==> config.mk <==
export PLATFORM = sky130hd
export DESIGN_NAME = pipe_hazard_ctrl
export DESIGN_NICKNAME = d
export VERILOG_FILES = /design/src/rtl/pipe_hazard_ctrl_pkg.sv /design/src/rtl/pipe_hazard_ctrl_discard_instr.sv /design/src/rtl/pipe_hazard_ctrl.sv
export SDC_FILE = /design/constraint.sdc
export NUM_CORES = 1
export LEC_CHECK = 0
export BUFFER_PORTS_ARGS = -buffer_cell sky130_fd_sc_hd__buf_2
export CAP_MARGIN = 20
export CORE_ASPECT_RATIO = 2
export CORE_MARGIN = 2
export CORE_UTILIZATION = 30
export CTS_BUF_LIST = sky130_fd_sc_hd__clkbuf_8
export CTS_CLUSTER_DIAMETER = 40
export CTS_CLUSTER_SIZE = 14
export DETAILED_ROUTE_END_ITERATION = 8
export MAX_ROUTING_LAYER = met4
export PLACE_DENSITY = 0.56
export SYNTH_ARGS = -nofsm -noshare
export SYNTH_HDL_FRONTEND = slang
export SYNTH_HIERARCHICAL = 1
export SYNTH_SLANG_ARGS = --single-unit
==> constraint.sdc <==
create_clock -name clk -period 2 [get_ports clk]
set_clock_uncertainty 0.2 [all_clocks]
set_input_delay 0.2 -clock clk [delete_from_list [all_inputs] [get_ports clk]]
set_output_delay 0.2 -clock clk [all_outputs]
set_load 0.005 [all_outputs]
==> src/rtl/pipe_hazard_ctrl_pkg.sv <==
// Shared types and constants for the pipeline hazard controller.
package pipe_hazard_ctrl_pkg;

    // Controller state: normal flow, or holding ID while the multiply/divide unit works.
    typedef enum logic [0:0] {
        StRun     = 1'b0,
        StMduWait = 1'b1
    } hz_state_e;

    // Architectural zero register; never a real load destination.
    localparam logic [4:0] RegZero = 5'd0;

    // Load-use hazard: a load in EX writes a register the ID instruction reads.
    function automatic logic load_use_hit(
        input logic       memread,
        input logic [4:0] ex_rt,
        input logic [4:0] id_rs,
        input logic [4:0] id_rt
    );
        return memread && (ex_rt != RegZero) && ((ex_rt == id_rs) || (ex_rt == id_rt));
    endfunction

endpackage

==> src/rtl/pipe_hazard_ctrl_discard_instr.sv <==
// IF/ID flush decode for control redirects resolved in ID.
// A jump only discards the fetched instruction; a taken branch or register jump also
// turns the instruction behind it in ID/EX into a bubble.
module discard_instr (
    input  logic jump,
    input  logic bne,
    input  logic jr,
    output logic if_flush,
    output logic id_flush
);

    // Pure decode of the redirect type into the two flush requests.
    always_comb begin
        if_flush = jump | bne | jr;
        id_flush = bne | jr;
    end

endmodule

==> src/rtl/pipe_hazard_ctrl.sv <==
// Pipeline hazard controller: load-use stalls, multiply/divide busy stalls,
// control-redirect flushes and a saturating count of IF flush cycles.
module pipe_hazard_ctrl
    import pipe_hazard_ctrl_pkg::*;
#(
    parameter int unsigned MDU_LAT = 4,
    parameter int unsigned CNT_W   = 16
) (
    input  logic             clk,
    input  logic             rst,
    input  logic             jump,
    input  logic             bne,
    input  logic             jr,
    input  logic             id_ex_memread,
    input  logic [4:0]       id_ex_rt,
    input  logic [4:0]       if_id_rs,
    input  logic [4:0]       if_id_rt,
    input  logic             mdu_start,
    output logic             pc_we,
    output logic             if_id_we,
    output logic             IF_flush,
    output logic             ID_flush,
    output logic             mdu_busy,
    output logic             mdu_done,
    output logic [CNT_W-1:0] flush_count
);

    // MDU_LAT >= 2 keeps this at least one bit wide.
    localparam int unsigned CntW = $clog2(MDU_LAT);
    localparam logic [CntW-1:0] CntLoad = CntW'(MDU_LAT - 1);
    localparam logic [CntW-1:0] CntOne  = CntW'(1);
    localparam logic [CNT_W-1:0] FcntOne = CNT_W'(1);

    hz_state_e        state_q, state_d;
    logic [CntW-1:0]  cnt_q, cnt_d;
    logic [CNT_W-1:0] fcnt_q, fcnt_d;

    logic load_use;
    logic in_wait;
    logic stall;
    logic dec_if_flush;
    logic dec_id_flush;

    // Hazard detection, evaluated in the same cycle as the ID instruction.
    always_comb begin
        load_use = load_use_hit(id_ex_memread, id_ex_rt, if_id_rs, if_id_rt);
        in_wait  = (state_q == StMduWait);
        stall    = in_wait | load_use;
    end

    discard_instr u_discard_instr (
        .jump     (jump),
        .bne      (bne),
        .jr       (jr),
        .if_flush (dec_if_flush),
        .id_flush (dec_id_flush)
    );

    // Pipeline control outputs; reset overrides everything, then stalls override redirects.
    // A redirect hidden by a stall is not lost: ID holds the instruction and it re-decodes.
    always_comb begin
        pc_we    = 1'b1;
        if_id_we = 1'b1;
        IF_flush = 1'b0;
        ID_flush = 1'b0;
        mdu_busy = 1'b0;
        mdu_done = 1'b0;
        if (rst) begin
            pc_we    = 1'b0;
            if_id_we = 1'b0;
            IF_flush = 1'b1;
            ID_flush = 1'b1;
        end else if (stall) begin
            pc_we    = 1'b0;
            if_id_we = 1'b0;
            IF_flush = 1'b0;
            ID_flush = 1'b1;
            mdu_busy = in_wait;
            mdu_done = in_wait && (cnt_q == '0);
        end else begin
            IF_flush = dec_if_flush;
            ID_flush = dec_id_flush;
        end
    end

    // Next-state logic; the issuing cycle runs normally and MDU_LAT wait cycles follow.
    always_comb begin
        state_d = state_q;
        cnt_d   = cnt_q;
        unique case (state_q)
            StRun: begin
                // A start blocked by load-use is dropped; ID re-presents it next cycle.
                if (mdu_start && !load_use) begin
                    state_d = StMduWait;
                    cnt_d   = CntLoad;
                end
            end
            StMduWait: begin
                if (cnt_q == '0) begin
                    state_d = StRun;
                end else begin
                    cnt_d = cnt_q - CntOne;
                end
            end
            default: begin
                state_d = StRun;
                cnt_d   = '0;
            end
        endcase
    end

    // Saturating count of cycles that discarded the fetched instruction.
    always_comb begin
        fcnt_d = fcnt_q;
        if (IF_flush && (fcnt_q != '1)) begin
            fcnt_d = fcnt_q + FcntOne;
        end
    end

    // State registers with synchronous reset; an in-flight MDU sequence is abandoned.
    always_ff @(posedge clk) begin
        if (rst) begin
            state_q <= StRun;
            cnt_q   <= '0;
            fcnt_q  <= '0;
        end else begin
            state_q <= state_d;
            cnt_q   <= cnt_d;
            fcnt_q  <= fcnt_d;
        end
    end

    assign flush_count = fcnt_q;

endmodule

# --- Word-level counts from Yosys, hierarchy flattened ---
# Cells that the tools add are included.
op_classes:
  n_addsub: 2
  eq_ne: 5
  n_mux: 16
  n_bitwise: 5
  n_reduce_logical: 10
ops:
  columns: ["cell", "count"]
  rows:
  - ["$add A16 B1 Y16 const B", 1]
  - ["$ne A16 B16 Y1 const B", 1]
  - ["$mux W1", 12]
  - ["$eq A5 B5 Y1", 2]
  - ["$logic_and A1 B1 Y1", 5]
  - ["$reduce_bool A5 Y1", 1]
  - ["$mux W2", 2]
  - ["$ne A2 B2 Y1 const B", 2]
  - ["$or A1 B1 Y1", 4]
  - ["$pmux W2 S2", 1]
  - ["$logic_not A2 Y1", 1]
  - ["$pmux W1 S2", 1]
  - ["$reduce_and A2 Y1", 1]
  - ["$sub A2 B1 Y2 const B", 1]
  - ["$logic_not A1 Y1", 1]
  - ["$logic_or A1 B1 Y1", 1]
  - ["$not A1 Y1", 1]
totals:
  reg_bits: 19
  in_bits: 22
  out_inout_bits: 22

# --- Depth between registers and ports, before layout ---
logic_depth:
  depth_word: 7
  depth_mapped: 8

# --- By module ---
# Netlist, hierarchy kept.
modules_own_cells:
  columns: ["module", "instances", "cells_each", "area_per_inst_um2", "seq_area_each_um2"]
  rows:
  - ["pipe_hazard_ctrl", 1, 144, 1242.4, 380.4]
  - ["discard_instr", 1, 2, 12.5, 0.0]

# --- Worst setup path after synthesis ---
# Ideal clock, no wire load.
synth_path:
  kind: "register to register"
  from: "reg fcnt_q[3] (netlist: flush_count[3])"
  to: "reg fcnt_q[7] (netlist: flush_count[7])"
  t_arrival_ns: 1.712
  setup_slack_ns: -0.035
  path_stages_with_launch: 7
  n_path_buf: 0
  path_cell_list: "dfxtp_1 > and4_1 > nand3_1 > o31ai_4 > nor2_1 > and3b_1 > mux2_1"
synth_between:
  elab_chain_len: 2
synth_lines:
  columns: ["element", "line", "source"]
  rows:
  - ["start, declared", "pipe_hazard_ctrl.sv:36", "logic [CNT_W-1:0] fcnt_q, fcnt_d;"]
  - ["start signal, assigned", "pipe_hazard_ctrl.sv:129", "fcnt_q <= fcnt_d;"]
  - ["branches (longest 2 deep; another with $add A16 B1 Y16)", null, null]
# Several ways; the timed one is not identified.
# A chain may end at the register's enable or synchronous reset.

# --- Final worst setup path ---
layout_path:
  from: "in id_ex_rt[1]"
  to: "out ID_flush"
layout_between:
  elab_chain_len: 6
layout_lines:
  columns: ["element", "line", "source"]
  rows:
  - ["start, declared", "pipe_hazard_ctrl.sv:15", "input logic [4:0] id_ex_rt,"]
  - ["$eq A5 B5 Y1 or $reduce_bool A5 Y1 (tied branches)", "pipe_hazard_ctrl_pkg.sv:20", "return memread && (ex_rt != RegZero) && ((ex_rt == id_rs) || (ex_rt == id_rt));"]
  - ["$logic_or A1 B1 Y1 or $logic_and A1 B1 Y1 (tied branches)", "pipe_hazard_ctrl_pkg.sv:20", null]
  - ["$logic_and A1 B1 Y1 *", "pipe_hazard_ctrl_pkg.sv:20", null]
  - ["$or A1 B1 Y1 *", "pipe_hazard_ctrl.sv:48", "stall = in_wait | load_use;"]
  - ["$mux W1 *", "pipe_hazard_ctrl.sv:73", "end else if (stall) begin"]
  - ["$mux W1 *", "pipe_hazard_ctrl.sv:68", "if (rst) begin"]
  - ["end, declared", "pipe_hazard_ctrl.sv:22", "output logic ID_flush,"]
# Every way passes the cells marked *; elsewhere a longest branch is shown, timed or not.

==> flow_metrics.tcl <==
set metrics [dict create \
    cts.htree.levels 1 \
    worst_ep_required_time_ns 1.60 \
    worst_slack_ns -0.107 \
    grt_max_degree 36 \
    relSlewSlack 0.580 \
    period_needed_ns 2.11 \
    die_area_um2 4750 \
    core_area_um2 4050 \
    drtAntennaViolNets 0 \
    synthFlopType "dfxtp_1" \
    worstSetupEndpointType "primary output" \
    syn_inst 146 \
    clock_path_buffers 2 \
    worstSetupStartpointType "input pin" \
    synthAdderAreaFrac 0.0199 \
    finalCritPeriodShare 1.05 \
    synth_nets 170 \
    min_path_type "in -> reg" \
    drtIter0Drc 23 \
    grtUsageTotal 0.153 \
    cts.sinks 19 \
    drc 0 \
    worstHoldStart "mdu_start" \
    root_buffer "clkbuf_8" \
    ir_drop_mv 0.321 \
    grt_pass1_wl_um 5390 \
    placed_cell_area_um2 1790 \
    num_vias 1351 \
    violations "negative setup slack" \
    start_util 0.310 \
    r2r_slack_ns -0.02 \
    grt_overflow_total 0 \
    finish.utilization 0.524 \
    syn_avg_cell_area_um2 8.60 \
    syn2layout_area_growth_pct 69.1 \
    synth_top_family_by_area "simple AND/OR/NAND/NOR gates" \
    setup_violations 4 \
    ys_seq_area_frac 0.303 \
    crit_start "id_ex_rt[1]" \
    hpwl_um 2660 \
    antenna_found_initial 0 \
    io_pins 44 \
    ys_ff_latch 19 \
    die_y_um 95.5 \
    detail_route.wl_per_cell_um 13.1 \
    synth_compound_area_frac 0.109 \
    worst_pin_slew_ns 0.630 \
    dr.pass1.iters 6 \
    synthSimpleGateAreaFrac 0.343 \
    row_count 33 \
    path_class "in -> out" \
    drive_gt1_frac 0.566 \
    p_per_area_nw_per_um2 427 \
    cts_tree "built" \
    synth-xor-area-share 0.0698 \
    synth_warnings 6 \
    final_cell_area_um2 2120 \
    final_nets 253 \
    hold-worst-slack_ns 0.172 \
    finalSetupTns_ns -0.224 \
    ys_types 44 \
    cts_buffers 3 \
    worstPathMaxFanout 3 \
    gp_congestion 0.793 \
    fp.dieW_um 49.7 \
    fmax_mhz 475 \
    avgViaCountPerCell 4.83 \
    reg2reg_from "flush_count[3]" \
    port_buffers 43 \
    synth_edf_count 0 \
    status "finished, violations left" \
    async_reset_ff_frac 0 \
    drv_cap 0 \
    rsz0062_at_grt "yes" \
    synth_mux_area_frac 0.107 \
    netlist_area_um2 1250 \
    routed_wl_um 3660 \
    antenna_cells 0 \
    grt_pass1_vias 1334 \
    arrival_ns 1.71 \
    p_leak_nw 0.903 \
    clk_pin_slew_ns 0.07 \
    clk-insertion-delay-late_ns 0.26 \
    drv_slew 0 \
    hold_viol 0 \
]
-- cells in the mapped netlist, types with 2 or more instances --
| cell | n | area (um^2) |
|---|---|---|
| dfxtp_1 | 19 | 380 |
| nor2_1 | 16 | 60.1 |
| nor2b_1 | 12 | 75.1 |
| mux2_2 | 9 | 101 |
| inv_1 | 6 | 22.5 |
| nor3_1 | 6 | 30.0 |
| xor2_1 | 6 | 52.6 |
| nand2_1 | 5 | 18.8 |
| nand3_1 | 5 | 25.0 |
| nor4_1 | 5 | 31.3 |
| a21oi_1 | 4 | 20.0 |
| clkbuf_1 | 4 | 15.0 |
| xnor2_1 | 4 | 35.0 |
| nand2b_1 | 3 | 18.8 |
| nand4_1 | 3 | 18.8 |
| a21o_1 | 2 | 15.0 |
| and2_1 | 2 | 12.5 |
| and4_1 | 2 | 17.5 |
| ha_1 | 2 | 25.0 |
| mux2_1 | 2 | 22.5 |
| nor4b_1 | 2 | 17.5 |
| o41ai_1 | 2 | 17.5 |
| or3_1 | 2 | 12.5 |
| or4_1 | 2 | 15.0 |
| or4b_1 | 2 | 20.0 |
-- state kept, by name (all words and copies together) (netlist names) --
signal,count
in_wait,1
cnt_q,2
flush_count,16
-- what timing repair did --
| action | in CTS | in global routing |
|---|---|---|
| gates resized for setup | 19 | 31 |
| hold buffers | 0 | 0 |
| buffers inserted | 4 | 3 |
| endpoints found under the setup margin | 10 | 18 |
| pin swaps | 6 | 14 |
-- power breakdown --
part | switching [W] | internal [W]
Clock | 0.000134 | 0.000137
Combinational | 0.000109 | 0.000124
Sequential | 0.00000810 | 0.000394
Total | 0.000251 | 0.000654
-- per-layer routing --
layer / vias to the layer above / part of all wire / track usage
met5: - / 0 / -
li1: 682 / - / -
met1: 626 / 0.34 / 0.126
met3: 5 / 0.037 / 0.0110
met2: 38 / 0.60 / 0.320
met4: 0 / 0.020 / 0.0833
-- path summary, 6_finish.rpt --
path                      to  depth (start not counted)
max                 ID_flush                          7
min                 cnt_q[1]                          3
max reg2reg  flush_count[15]                          8
min reg2reg         cnt_q[0]                          2
-- stage by stage --
step | total power [W] | std cells | setup slack (ns)
2_1_floorplan | 0.000523 | 146 | -0.00741
3_3_place_gp | 0.000613 | 270 | -0.238
3_5_place_dp | 0.000614 | 270 | -0.282
4_1_cts | 0.000903 | 277 | -0.137
5_1_grt | 0.000954 | 280 | -0.146
6_report | 0.000905 | 280 | -0.107
-- logic make-up after synthesis --
kind of cell,Yosys count
mux,12
xor+xnor,10
buf+inv,13
simple gates,74
compound gates,16
fa+ha+maj,2
flops,19
-- layout by cell type (no fill, tap or decap), types with 5 or more instances in the layout --
master    n
mux2_4    6
buf_4    36
mux2_2    5
inv_1     7
buf_2    41
xor2_1    6
nand2_1   5
dfxtp_1  15
nor2_1   14
nor2b_1  12
buf_6     7
-- critical path: stages --
cell and delay [ns]:
buf_6 0.09, or4_4 0.54, o21ai_4 0.15, a21oi_4 0.06
or2_4 0.24, or3_1 0.30, buf_2 0.13
-- cell type report --
| cell class | count | area (um^2) |
|---|---|---|
| clock buffers | 3 | 41.3 |
| multi-input cells | 114 | 1030 |
| flip-flops and latches | 19 | 385 |
| inverters | 6 | 22.5 |
| well taps | 52 | 65.1 |
| clock inverters | 1 | 3.75 |
| repair buffers | 85 | 569 |
| fillers | 417 | 1920 |
Power figures use the tool's default switching activity.
